[src/rtl/shift_pkg.sv]
// Shared constants for the iterative MIPS right shifter (shift_right_seq).
// State encoding, operation encoding and the data/shift-amount widths.
package shift_pkg;

   localparam int WIDTH   = 32;
   localparam int SHAMT_W = $clog2(WIDTH);

   localparam logic [1:0] S_IDLE  = 2'd0;
   localparam logic [1:0] S_SHIFT = 2'd1;
   localparam logic [1:0] S_DONE  = 2'd2;

   localparam logic OP_SRL = 1'b0;
   localparam logic OP_SRA = 1'b1;

endpackage : shift_pkg

[src/rtl/shift_step.sv]
// One iteration of the right shifter: shifts data right by 1 or 4 bits,
// filling the vacated upper bits with 'fill'. Purely combinational.
module shift_step
   import shift_pkg::*;
(
   input  logic [WIDTH-1:0] data,
   input  logic             fill,
   input  logic             step4,
   output logic [WIDTH-1:0] result
);

   // select the 4-bit or 1-bit shifted version of the operand
   always_comb begin
      if (step4) begin
         result = {{4{fill}}, data[WIDTH-1:4]};
      end else begin
         result = {fill, data[WIDTH-1:1]};
      end
   end

endmodule : shift_step

[src/rtl/shift_right_seq.sv]
// Iterative 32-bit right shifter (srl/sra/srlv/srav) with start/busy/done
// handshake. Shifts 1 bit per cycle; when SHIFT_MULTI_EN is defined it
// shifts 4 bits per cycle while at least 4 remain, giving identical results
// with shorter latency.
module shift_right_seq
   import shift_pkg::*;
(
   input  logic               clk,
   input  logic               rst_n,
   input  logic               start,
   input  logic               arith,
   input  logic [WIDTH-1:0]   in,
   input  logic [SHAMT_W-1:0] shamt,
   output logic [WIDTH-1:0]   out,
   output logic               busy,
   output logic               done
);

   logic [1:0]         state, state_nxt;
   logic [SHAMT_W-1:0] cnt;
   logic [SHAMT_W-1:0] cnt_dec;
   logic               fill;
   logic               step4;
   logic [WIDTH-1:0]   shifted;

`ifdef SHIFT_MULTI_EN
   assign step4 = (cnt >= SHAMT_W'(4));
`else
   assign step4 = 1'b0;
`endif

   assign cnt_dec = cnt - (step4 ? SHAMT_W'(4) : SHAMT_W'(1));

   shift_step u_step (
      .data   (out),
      .fill   (fill),
      .step4  (step4),
      .result (shifted)
   );

   // state register
   // NOTE: sequential state uses non-blocking (<=) so every flop samples pre-edge values.
   always_ff @(posedge clk or negedge rst_n) begin
      if (!rst_n) begin
         state <= S_IDLE;
      end else begin
         state <= state_nxt;
      end
   end

   // next-state logic: accept start only in IDLE, leave SHIFT when the count runs out
   // NOTE: default assignment first so no path leaves state_nxt unassigned (no latch).
   always_comb begin
      state_nxt = state;
      case (state)
         S_IDLE: begin
            if (start) begin
               state_nxt = (shamt == '0) ? S_DONE : S_SHIFT;
            end
         end
         S_SHIFT: begin
            if (cnt_dec == '0) begin
               state_nxt = S_DONE;
            end
         end
         S_DONE:  state_nxt = S_IDLE;
         default: state_nxt = S_IDLE;
      endcase
   end

   // datapath: load operand on accepted start, shift and count down in SHIFT
   always_ff @(posedge clk or negedge rst_n) begin
      if (!rst_n) begin
         out  <= '0;
         cnt  <= '0;
         fill <= 1'b0;
      end else begin
         case (state)
            S_IDLE: begin
               if (start) begin
                  out  <= in;
                  cnt  <= shamt;
                  fill <= (arith == OP_SRA) & in[WIDTH-1];
               end
            end
            S_SHIFT: begin
               out <= shifted;
               cnt <= cnt_dec;
            end
            default: ;
         endcase
      end
   end

   // outputs are pure decodes of the registered state
   always_comb begin
      busy = (state == S_SHIFT) || (state == S_DONE);
      done = (state == S_DONE);
   end

endmodule : shift_right_seq

[config.mk]
export PLATFORM = sky130hd
export DESIGN_NAME = shift_right_seq
export DESIGN_NICKNAME = d
export VERILOG_FILES = /design/src/rtl/shift_pkg.sv /design/src/rtl/shift_step.sv /design/src/rtl/shift_right_seq.sv
export SDC_FILE = /design/constraint.sdc
export NUM_CORES = 1
export LEC_CHECK = 0
export CELL_PAD_IN_SITES_DETAIL_PLACEMENT = 0
export CELL_PAD_IN_SITES_GLOBAL_PLACEMENT = 1
export CORE_UTILIZATION = 33
export CTS_CLUSTER_SIZE = 10
export DETAILED_ROUTE_END_ITERATION = 7
export HOLD_SLACK_MARGIN = 0.05
export PLACE_DENSITY_LB_ADDON = 0.1
export SLEW_MARGIN = 40
export SYNTH_ARGS = -nofsm -noshare
export SYNTH_HDL_FRONTEND = slang
export SYNTH_SLANG_ARGS = --single-unit
[constraint.sdc]
create_clock -name clk -period 1.9 [get_ports clk]
set_input_delay 0.57 -clock clk [delete_from_list [all_inputs] [get_ports clk]]
set_output_delay 0.57 -clock clk [all_outputs]
set_load 0.05 [all_outputs]
==> results.py <==
metrics = {
    "drt": {
        "drt_wl_total_mm": 4.507,
        "wl_met3_um": 327,
        "wl_per_cell_um": 12.66,
        "drt-initial-drc-count": 50,
        "vias": 1677,
        "drtPass1Iterations": 4,
        "dr_wl_met2_mm": 2.041,
        "routed_via_density": 4.711,
        "highest_layer": "met4",
        "drt-met1-wl_mm": 2.117,
        "ant_nets": 0,
        "route.detailed.drc": 0,
    },
    "clock_network": {
        "htree_levels": 2,
        "tritoncts": "yes",
        "cts_buffer_depth": 2,
        "cts.clk_slew.worst_paths_ns": 0.08,
        "worstSkewPairLatency_ns": 0.28,
        "cts_setup_buffers": 0,
        "cts_buffers": 5,
        "cts-root-buf": "clkbuf_8",
        "clock_sink_count": 40,
        "cts_resized": 0,
        "hold_buffers": 0,
    },
    "grt": {
        "grt_pass1_vias": 1679,
        "grt_pass1_wl_mm": 7.590,
        "grt_util_all_layers_pct": 15.47,
        "grt_max_degree": 41,
        "antenna_found_initial": 0,
        "grt_overflow_total": 0,
    },
    "die": {
        "core_area_um2": 5886,
        "die_area_um2": 6417,
        "std_cell_rows": 28,
        "fp.dieH_um": 80.11,
        "initial_utilization_pct": 34.20,
        "die_w_um": 80.11,
        "ios": 75,
    },
    "worst_setup_path": {
        "arrival_ns": 1.27,
        "r2r_end": "state[1]$_DFFE_PN0P_",
        "reg2reg_from": "cnt[0]$_DFFE_PN0P_",
        "r2r_cells": 6,
        "cp.required_ns": 1.33,
        "crit_buf_inv": 2,
        "cpPeakStageDelay_ns": 0.41,
        "cp-start-kind": "flip-flop",
        "r2r_slack_ns": 0.22,
        "cp_slowest_cell": "dfrtp_1",
        "cp-end-kind": "primary output",
        "path_delay_family": "flip-flops",
        "crit_chain": "inv_1 -> ha_1 -> buf_12",
        "crit_fanout": 4,
        "worst-setup-path-type": "flip-flop to primary output",
    },
    "sta": {
        "hold_viol": 0,
        "tightest_slew_ns": 0.2557,
        "drv_slew": 0,
        "period_share_pct": 96.82,
        "setup_viol": 0,
        "rsz0062_at_grt": "false",
        "relSlewSlack_pct": 82.95,
        "max_freq_ghz": 0.5436,
        "period_minus_slack_ns": 1.840,
        "fin_ws_ns": 0.06042,
        "fin_skew_ns": 0.004532,
    },
    "hold_path": {
        "hold_class": "primary input to async pin",
    },
    "placement": {
        "place_area_um2": 2865,
        "port_buffers": 74,
        "gp_congestion": 0.6670,
        "dp_worst_setup_slack_ns": -0.2614,
        "hpwlAfterDp_mm": 3.296,
    },
    "final_layout": {
        "fin_area_um2": 2982,
        "antenna_cells": 0,
        "final_nets": 326,
        "areaGrowthSynthToFinish_pct": 48.10,
        "drive_gt1_share_pct": 21.71,
    },
    "synthesis": {
        "synth.avg_cell_area_um2": 10.02,
        "ys_seq_area_share_pct": 49.72,
        "syn_nets": 247,
        "ys_top_cells_by_area": "dfrtp_1 50%, mux2i_1 16%, o21ai_0 10%, nand2_1 7.1%, ha_1 3.1%",
        "yosys_warnings": 0,
        "ys_seq_elements": 40,
        "synth-main-ff-cell": "dfrtp_1",
        "synth_edf_count": 0,
        "synthDominantCellAreaShare_pct": 49.72,
        "ys_async_sr_fraction_pct": 100.0,
        "synth.largest_area_cell": "dfrtp_1",
        "yosysUniqueCellTypes": 28,
        "netlist_area_um2": 2013,
        "syn_inst": 201,
    },
    "power": {
        "p_leak_uw": 0.001300,
        "p_per_area_nw_per_um2": 1995,
        "ir_drop_v": 0.001043,
    },
    "job": {
        "timing.max_cap.violations": 0,
    },
    "status": {
        "outcome": "finished clean",
    },
}
[Yosys cell counts (3+ instances only)]
cell and number:
nor3b_1 4, dfrtp_1 40, o21ai_0 41, clkbuf_1 4, a21oi_1 3, mux2i_1 33, nand2_1 38, buf_2 7
ha_1 5, o22ai_1 3, inv_1 4, nand3_1 3
[layout by cell type (no fill, tap or decap), drive strengths merged, types with 2 or more instances in the layout]
master,count
buf,45
o21ai,41
dfrtp,40
clkdlybuf4s50,39
nand2,38
mux2i,33
clkbuf,5
ha,5
inv,4
nor3b,4
nand3,3
o22ai,3
a21oi,3
nor2,2
[logic make-up (layout without fill, tap and decap cells)]
kind of cell	count (synthesis)	in the layout	synth area share [%]
buffers and inverters	16	96	3.604
AOI/OAI and AO/OA	51	51	13.74
muxes	34	34	16.97
DFF	40	40	49.72
xor gates and xnor gates	2	2	0.8703
adders and majority gates	5	5	3.108
and+or+nand+nor	53	53	12.00
[per-stage QoR]
step                util [%]  power, uW  setup TNS (ns)  std cells  hold WS, ns
floorplan                  -       4079               0        201       0.2744
global placement       48.68       5302         -0.3030        348       0.4673
detailed placement     48.68       5330         -0.3411        348       0.4755
CTS                    50.57       6036               0        356       0.2399
global route           50.66       6397               0        356       0.2487
finish                 50.66       5949               0        356       0.2389
[worst register-to-register path: stages, from the launching register on]
cell and delay, ns:
dfrtp_1 0.43, inv_1 0.07, ha_1 0.24, xor2_1 0.16, nor3b_2 0.21, a21boi_1 0.13
a2111oi_2 0.35
[metal layers]
metal,vias to the layer above,global-route usage (%)
met5,-,0
met2,52,24.70
met3,2,4.886
li1,854,-
met1,769,20.14
met4,0,4.286
[final cells by class]
cell class,instances,area (um^2)
fillers,572,2904
flip-flops and latches,40,1001
multi-input cells,145,959.7
repair buffers,84,800.8
well taps,75,93.84
clock buffers,5,68.82
clock inverters,3,42.54
inverters,4,15.01
[power breakdown]
group	internal (uW)	total (uW)	leakage [uW]	switching (uW)
logic	1360	3640	0.000752	2280
clock network	389	682	0.0000541	294
registers	1280	1630	0.000494	355
[registers in the layout (all words and copies together) (netlist names)]
name,flops
out,32
cnt,5
fill,1
state,2
[worst max path at each step]
stage,startpoint,slack [ns],endpoint,depth (start not counted)
2_1_floorplan,shamt[2],0.24,state[1]$_DFFE_PN0P_,4
3_5_place_dp,shamt[2],-0.26,state[1]$_DFFE_PN0P_,5
4_1_cts,shamt[2],0.04,state[1]$_DFFE_PN0P_,5
6_report,state[0]$_DFFE_PN0P_,0.06,busy,3
3_3_place_gp,shamt[2],-0.24,state[1]$_DFFE_PN0P_,5
5_1_grt,state[0]$_DFFE_PN0P_,0.01,busy,3
(Power assumes the default switching activity.)
